## config.mk

```make
export PLATFORM = sky130hd
export DESIGN_NAME = reset_request_gen
export DESIGN_NICKNAME = d
export VERILOG_FILES = /design/src/rtl/reset_request_gen.sv
export SDC_FILE = /design/constraint.sdc
export NUM_CORES = 1
export LEC_CHECK = 0
export CAP_MARGIN = 20
export CORE_ASPECT_RATIO = 1.4
export CORE_UTILIZATION = 37
export CTS_BUF_LIST = sky130_fd_sc_hd__clkbuf_4
export CTS_CLUSTER_DIAMETER = 100
export DETAILED_ROUTE_END_ITERATION = 8
export GPL_TIMING_DRIVEN = 0
export SLEW_MARGIN = 20
export SYNTH_ARGS = -nofsm -noshare
export SYNTH_HDL_FRONTEND = slang
export SYNTH_SLANG_ARGS = --single-unit
export TNS_END_PERCENT = 30
```

## constraint.sdc

```tcl
create_clock -name clk -period 4.04 [get_ports clk]
set_input_delay 1.212 -clock clk [delete_from_list [all_inputs] [get_ports clk]]
set_output_delay 1.212 -clock clk [all_outputs]
set_load 0.01 [all_outputs]
```

## src/rtl/reset_request_gen.sv

```systemverilog
// Reset-request generator: merges software, debounced push-button and watchdog
// events into one stretched, acknowledged, active-low reset request with a sticky cause.
module reset_request_gen #(
  parameter int unsigned DEB_CYCLES   = 16,
  parameter int unsigned WDT_CYCLES   = 1000,
  parameter int unsigned PULSE_CYCLES = 8,
  parameter int unsigned COOL_CYCLES  = 4
) (
  input  logic       clk,
  input  logic       rst_n,
  input  logic       sw_req,
  input  logic       ext_btn_n,
  input  logic       wdt_en,
  input  logic       wdt_kick,
  input  logic       rst_ack,
  input  logic       cause_clr,
  output logic       rst_req_n,
  output logic [2:0] cause,
  output logic       busy
);

  localparam int unsigned DEB_W   = (DEB_CYCLES > 1) ? $clog2(DEB_CYCLES) : 1;
  localparam int unsigned WDT_W   = (WDT_CYCLES > 1) ? $clog2(WDT_CYCLES) : 1;
  localparam int unsigned PULSE_W = (PULSE_CYCLES > 1) ? $clog2(PULSE_CYCLES) : 1;
  localparam int unsigned COOL_W  = (COOL_CYCLES > 1) ? $clog2(COOL_CYCLES) : 1;
  localparam int unsigned PH_W    = (PULSE_W > COOL_W) ? PULSE_W : COOL_W;

  localparam logic [DEB_W-1:0] DEB_LAST   = DEB_W'(DEB_CYCLES - 1);
  localparam logic [WDT_W-1:0] WDT_LAST   = WDT_W'(WDT_CYCLES - 1);
  localparam logic [PH_W-1:0]  PULSE_LAST = PH_W'(PULSE_CYCLES - 1);
  localparam logic [PH_W-1:0]  COOL_LAST  = PH_W'(COOL_CYCLES - 1);

  typedef enum logic [1:0] {
    S_IDLE     = 2'd0,
    S_ASSERT   = 2'd1,
    S_WAIT_ACK = 2'd2,
    S_COOLDOWN = 2'd3
  } state_e;

  state_e             state_q, state_d;
  logic [PH_W-1:0]    ph_cnt_q, ph_cnt_d;
  logic [2:0]         cause_q, cause_d;
  logic               rst_req_n_q, rst_req_n_d;
  logic               busy_q, busy_d;

  logic               sw_req_q, sw_req_d;
  logic               btn_s1_q, btn_s1_d;
  logic               btn_s2_q, btn_s2_d;
  logic               btn_lvl_q, btn_lvl_d;
  logic [DEB_W-1:0]   deb_cnt_q, deb_cnt_d;
  logic [WDT_W-1:0]   wdt_cnt_q, wdt_cnt_d;

  logic               sw_evt;
  logic               btn_evt;
  logic               wdt_evt;
  logic [2:0]         evt;

  // Software request: rising edge only, so a held request fires once.
  always_comb begin
    sw_req_d = sw_req;
    sw_evt   = sw_req & ~sw_req_q;
  end

  // Button: two-flop synchronizer, then a level debouncer; only a press fires.
  always_comb begin
    btn_s1_d  = ext_btn_n;
    btn_s2_d  = btn_s1_q;
    btn_lvl_d = btn_lvl_q;
    deb_cnt_d = '0;
    btn_evt   = 1'b0;
    if (btn_s2_q != btn_lvl_q) begin
      if (deb_cnt_q == DEB_LAST) begin
        btn_lvl_d = ~btn_lvl_q;
        btn_evt   = btn_lvl_q;
      end else begin
        deb_cnt_d = deb_cnt_q + DEB_W'(1);
      end
    end
  end

  // Watchdog only runs in IDLE; a kick in the expiry cycle suppresses the event.
  always_comb begin
    wdt_cnt_d = wdt_cnt_q;
    wdt_evt   = 1'b0;
    if (!wdt_en || (state_q != S_IDLE)) begin
      wdt_cnt_d = '0;
    end else if (wdt_kick) begin
      wdt_cnt_d = '0;
    end else if (wdt_cnt_q == WDT_LAST) begin
      wdt_evt   = 1'b1;
      wdt_cnt_d = '0;
    end else begin
      wdt_cnt_d = wdt_cnt_q + WDT_W'(1);
    end
  end

  assign evt = {wdt_evt, btn_evt, sw_evt};

  always_comb begin
    state_d  = state_q;
    ph_cnt_d = ph_cnt_q;
    cause_d  = cause_q;
    case (state_q)
      S_IDLE: begin
        if (evt != 3'b000) begin
          cause_d  = evt;
          ph_cnt_d = '0;
          state_d  = S_ASSERT;
        end else if (cause_clr) begin
          cause_d = 3'b000;
        end
      end
      S_ASSERT: begin
        if (ph_cnt_q == PULSE_LAST) begin
          ph_cnt_d = '0;
          state_d  = S_WAIT_ACK;
        end else begin
          ph_cnt_d = ph_cnt_q + PH_W'(1);
        end
      end
      S_WAIT_ACK: begin
        if (rst_ack) begin
          ph_cnt_d = '0;
          state_d  = S_COOLDOWN;
        end
      end
      S_COOLDOWN: begin
        if (ph_cnt_q == COOL_LAST) begin
          ph_cnt_d = '0;
          state_d  = S_IDLE;
        end else begin
          ph_cnt_d = ph_cnt_q + PH_W'(1);
        end
      end
      default: begin
        ph_cnt_d = '0;
        state_d  = S_IDLE;
      end
    endcase
    // Outputs are registered from the next state so they move with the state register.
    rst_req_n_d = ~((state_d == S_ASSERT) || (state_d == S_WAIT_ACK));
    busy_d      = (state_d != S_IDLE);
  end

  always_ff @(posedge clk or negedge rst_n) begin
    if (!rst_n) begin
      state_q     <= S_IDLE;
      ph_cnt_q    <= '0;
      cause_q     <= 3'b000;
      rst_req_n_q <= 1'b1;
      busy_q      <= 1'b0;
      sw_req_q    <= 1'b0;
      btn_s1_q    <= 1'b1;
      btn_s2_q    <= 1'b1;
      btn_lvl_q   <= 1'b1;
      deb_cnt_q   <= '0;
      wdt_cnt_q   <= '0;
    end else begin
      state_q     <= state_d;
      ph_cnt_q    <= ph_cnt_d;
      cause_q     <= cause_d;
      rst_req_n_q <= rst_req_n_d;
      busy_q      <= busy_d;
      sw_req_q    <= sw_req_d;
      btn_s1_q    <= btn_s1_d;
      btn_s2_q    <= btn_s2_d;
      btn_lvl_q   <= btn_lvl_d;
      deb_cnt_q   <= deb_cnt_d;
      wdt_cnt_q   <= wdt_cnt_d;
    end
  end

  assign rst_req_n = rst_req_n_q;
  assign cause     = cause_q;
  assign busy      = busy_q;

endmodule

```

==> flow_summary.yaml, run 1 <==
run_status:
  status: "finished clean"
power:
  vdd_ir_drop_max_uv: 243
  power_leakage_nw: 0.641
  total_power_uw: 701
  p_per_area_nw_per_um2: 454
final_layout:
  diodes: 0
  syn_to_final_growth_pct: 14.1
  num-fill-cells: 331
  finalCoreUtilization: 0.449
  drive_gt1_frac: 0.151
  final_nets: 155
  final_cell_count_no_fill: 179
synthesis:
  synth_top_flop_cell: "dfrtp_1"
  async_flop_share: 1.00
  synth_area_per_cell_um2: 11.0
  synth_edf_count: 0
  syn_inst: 123
  netlist-cell-type-count: 36
  yosysSeqAreaShare: 0.521
  synth_seq_cells: 28
  ys_warn_count: 0
  syn_area_um2: 1360
  synth_nets: 138
critical_path:
  critical_path_arrival_ps: 3420
  crit_type: "input port to register"
  rr_startpoint: "state_q[1]"
  required_ps: 4320
  slowest_delay_ps: 580
  cp-start-kind: "input port"
  cpMaxStageDelayCell: "or4b_4"
  crit_fanout: 5
  crit_start: "wdt_kick"
  worstSetupEndpointType: "register"
  crit_chain: "clkdlybuf4s50_1, or4b_4, nor4_4, nor3_2, a221o_2, ha_1, inv_1"
floorplanning:
  boundaryPins: 13
  chipWidth_um: 53.1
  rows: 25
  fp.coreArea_um2: 3440
  start_util: 0.394
  die_area_um2: 3910
  die_height_um: 73.6
place:
  port_buffers: 12
  dp_hpwl_mm: 1.75
  dp.cells: 175
  place_congestion: 0.779
clocking:
  cts_buffers: 3
  cts_tree: "done"
  postCtsHoldBufs: 0
  cts_buffer_depth: 2
  clock_latency_ps: 320
  h-tree-depth: 1
  root_buffer: "clkbuf_4"
  post_cts_resized: 0
  cts.sinks: 28
  cts_setup_buffers: 0
  clk_pin_slew_ps: 140
routing:
  wirelength_mm: 2.27
  ant_nets: 0
  drc_errors: 0
  drtPass1Iterations: 4
  drt_iter0_markers: 14
  vias: 936
  viasPerCell: 5.23
  wire_per_inst_um: 12.7
sta:
  finalSetupTns_ps: 0
  fmaxAchievable_mhz: 318
  rsz0062_at_grt: "false"
  tightest_slew_ps: 600
  period_share: 0.778
  holdWs_ps: 367
  relSlewSlack: 0.600
  finClkSkew_ps: 7.30
  period_needed_ps: 3140
  hold_viol: 0
  drv_slew: 0
  setup_violations: 0
run:
  cap_viol_max_count: 0
grt:
  grt_pass1_wl_mm: 4.01
  grt_max_degree: 29
  gr-total-overflow: 0
  grt_use_total: 0.140
  grt_pass1_vias: 937
  antenna_found_initial: 0
worst_hold_path:
  hold_path.startpoint: "btn_s1_q"
  hp-class: "register to register"
==> final timing paths <==
path	endpoint	slack, ps	cells past startpoint
worst min register to register	btn_s2_q	370	0
min in group asynchronous	wdt_cnt_q[9]	870	1
worst min-delay path	btn_s2_q	370	0
worst max-delay path	rst_req_n	900	7
max in group asynchronous	sw_req_q	2770	1
worst max register to register	rst_req_n	1670	7
==> registers in the layout, summed over array words and instances, names as in the netlist <==
name	flops
state_q	2
btn_s2_q	1
btn_s1_q	1
ph_cnt_q	3
wdt_cnt_q	10
rst_req_n	1
btn_lvl_q	1
sw_req_q	1
deb_cnt_q	4
cause	3
busy	1
==> critical path: cells and delay by family <==
family / cells / cell delay (ps)
buffers and inverters: 2 / 450
and+or+nand+nor: 3 / 1130
AOI/OAI and AO/OA: 1 / 330
adders and majority gates: 1 / 290
==> placed cells by master, fill, tap and decap left out, drive strengths merged, types with 3 or more instances in the layout <==
cell | Yosys | final
o21ai | 4 | 4
dfstp | 4 | 4
inv | 8 | 8
nor3 | 6 | 6
nor2 | 17 | 17
clkdlybuf4s50 | 0 | 11
a221o | 4 | 4
dfrtp | 24 | 24
ha | 7 | 7
clkbuf | 1 | 4
nand3 | 4 | 4
buf | 2 | 3
xnor2 | 8 | 8
nand2 | 7 | 7
==> metrics by stage <==
step	setup WS [ps]	cell area (um2)
floorplan	1140	1360
global placement	590	1530
detailed placement	572	1520
CTS	913	1550
global route	845	1550
finish	898	1550
==> cell families (layout without fill, tap and decap cells) <==
group / count (synthesis) / after routing / synth area share
AOI/OAI and AO/OA: 18 / 18 / 0.102
xor gates and xnor gates: 10 / 10 / 0.0646
adders and majority gates: 7 / 7 / 0.0646
buffers and inverters: 11 / 27 / 0.0388
DFF: 28 / 28 / 0.521
muxes: 1 / 1 / 0.00831
and+or+nand+nor: 48 / 48 / 0.200
==> report_power, final <==
| part | internal, mW | leakage, nW | switching (mW) |
|---|---|---|---|
| Clock | 0.0361 | 0.0154 | 0.0749 |
| Combinational | 0.124 | 0.270 | 0.112 |
| Sequential | 0.326 | 0.356 | 0.0286 |
| Total | 0.486 | 0.641 | 0.216 |
==> metal layers <==
metal  GRT usage  routed length (um)
met1       0.166                 998
met3      0.0248                  51
met5           0                   0
met2       0.245                1200
met4      0.0526                  20
==> synth_stat cells (2+ instances only) <==
master    instances  area, um2
xnor2_1           8       70.1
nand4b_1          2       17.5
dfrtp_1          24        601
o31ai_1           2       15.0
nand3_1           4       20.0
inv_1             8       30.0
a22o_1            2       17.5
nor2_1           17       63.8
o21ai_0           4       20.0
or2b_2            2       17.5
nand2_1           7       26.3
a21oi_1           2       10.0
dfstp_2           4        105
a221o_1           3       30.0
nor3_1            5       25.0
ha_1              7       87.6
nor3b_1           2       15.0
xor2_1            2       17.5
==> layout make-up <==
type / count / area [um2] / area share
sequential: 28 / 706 / 0.456
multi-input combinational: 84 / 597 / 0.386
timing repair buffer: 12 / 115 / 0.0744
tap: 40 / 50.0 / 0.0324
inverter: 8 / 30.0 / 0.0194
clock buffer: 3 / 22.5 / 0.0146
buffer: 3 / 22.5 / 0.0146
clock inverter: 1 / 3.75 / 0.00243
(Power assumes the default switching activity.)
==> inputs of run 2 (changes only) <==
==> constraint.sdc (replaced) <==
create_clock -name clk -period 2.6 [get_ports clk]
set_input_delay 0.78 -clock clk [delete_from_list [all_inputs] [get_ports clk]]
set_output_delay 0.78 -clock clk [all_outputs]
set_load 0.01 [all_outputs]
==> run 2 against run 1 <==
Net effect: final cell count is 2.2% higher; the run now ends with negative setup slack left; die area is the same; sequential power rose by 55%; routed wire length grew 2.1%; critical endpoint unchanged; combinational power grew 67%; register-to-register slack worse by 1400 ps; worst hold slack about the same; non-clock buffer count is 4 higher; clock power increased by 57%; global-route usage grew 0.085 points; clock skew down 1.8 ps.
==> flow_summary.yaml, run 2 (synthesized netlist as in run 1, its figures left out) <==
run_status:
  status: "complete, but fails checks"
  violations: "negative setup slack"
floorplanning:
  die_area_um2: 3910
  boundaryPins: 13
  start_util: 0.394
  fp.coreArea_um2: 3440
  rows: 25
  chipWidth_um: 53.1
  die_height_um: 73.6
routing:
  vias: 941
  wirelength_mm: 2.32
  drc_errors: 0
  viasPerCell: 5.14
  drt_iter0_markers: 14
  ant_nets: 0
  wire_per_inst_um: 12.7
  drtPass1Iterations: 4
grt:
  grt_pass1_vias: 938
  grt_max_degree: 29
  grt_pass1_wl_mm: 4.04
  antenna_found_initial: 0
  grt_use_total: 0.140
  gr-total-overflow: 0
sta:
  period_share: 1.00
  tightest_slew_ps: 645
  setup_violations: 1
  finClkSkew_ps: 5.50
  hold_viol: 0
  relSlewSlack: 0.569
  drv_slew: 0
  finalSetupTns_ps: -5.82
  setup_slack_ps: -5.82
  period_needed_ps: 2610
  holdWs_ps: 367
  fmaxAchievable_mhz: 384
final_layout:
  finalCoreUtilization: 0.464
  final_nets: 159
  top_regs: "wdt_cnt_q: 10 flops, deb_cnt_q: 4 flops"
  drive_gt1_frac: 0.182
  syn_to_final_growth_pct: 17.9
  diodes: 0
  final_cell_mix: "dfrtp_1 (24), nor2_1 (17), clkdlybuf4s50_1 (10), inv_1 (8), xnor2_1 (8)"
  final_cell_count_no_fill: 183
  regMostFlops: "wdt_cnt_q"
  final_common_cell: "dfrtp_1"
  largest_reg_flops: 10
clocking:
  postCtsHoldBufs: 0
  root_buffer: "clkbuf_4"
  h-tree-depth: 1
  clk_pin_slew_ps: 140
  cts_buffers: 3
  cts_buffer_depth: 2
  cts_tree: "done"
  cts.sinks: 28
  clock_latency_ps: 320
critical_path:
  crit_type: "input port to register"
  required_ps: 2880
  critical_path_arrival_ps: 2880
  crit_fanout: 5
  cp-start-kind: "input port"
  worstSetupEndpointType: "register"
place:
  port_buffers: 12
  dp.cells: 175
  dp_hpwl_mm: 1.75
  place_congestion: 0.779
power:
  power_leakage_nw: 0.672
  total_power_mw: 1.12
  p_per_area_nw_per_um2: 699
  vdd_ir_drop_max_uv: 380
worst_hold_path:
  hp-class: "register to register"
run:
  cap_viol_max_count: 0
[run 2: routing by layer]
layer | up-vias | global-route usage | wire [um]
li1 | 466 | - | -
met1 | 457 | 0.168 | 1040
met2 | 16 | 0.245 | 1200
met3 | 2 | 0.0248 | 62
met4 | 0 | 0.0526 | 20
met5 | - | 0 | 0
[run 2: stage by stage]
stage               worst slack, ps  cell area (um2)
global route                  -34.1             1600
CTS                            22.4             1550
detailed placement             -436             1520
finish                        -5.82             1600
floorplan                       134             1360
global placement               -418             1530
[run 2: report_power, final]
part	internal (mW)	switching [mW]
sequential	0.506	0.0441
clock	0.0562	0.117
combinational	0.208	0.185
[run 2: worst paths after layout]
kind / start / to / slack (ps) / cells after the start
setup / recovery: wdt_kick / rst_req_n / -6 / 8
hold / removal: btn_s1_q / btn_s2_q / 370 / 0
setup reg to reg: state_q[1] / rst_req_n / 290 / 8
hold reg to reg: btn_s1_q / btn_s2_q / 370 / 0
max in group asynchronous: rst_n / wdt_cnt_q[8] / 1750 / 1
min in group asynchronous: rst_n / wdt_cnt_q[9] / 450 / 1
[run 2: critical path, cell delays in order]
cell and delay, ps:
clkdlybuf4s50_1 400, or4b_4 520, nor4_4 270, buf_4 190
nor3_4 60, a221o_2 350, ha_4 260, inv_1 30
[run 2: area by class of cell]
class,count,area (um2)
Buffer,3,22.5
Clock buffer,3,22.5
Clock inverter,1,3.75
Fill cell,326,1840
Inverter,8,30.0
Multi-Input combinational cell,84,616
Sequential cell,28,706
Tap cell,40,50.0
Timing Repair Buffer,16,148
[run 2: repair_timing]
action                     4_1_cts  5_1_grt
pin swaps                        1        4
setup endpoints to repair        1        1
buffers inserted                 0        4
cloned                           0        0
resized for setup                0        3
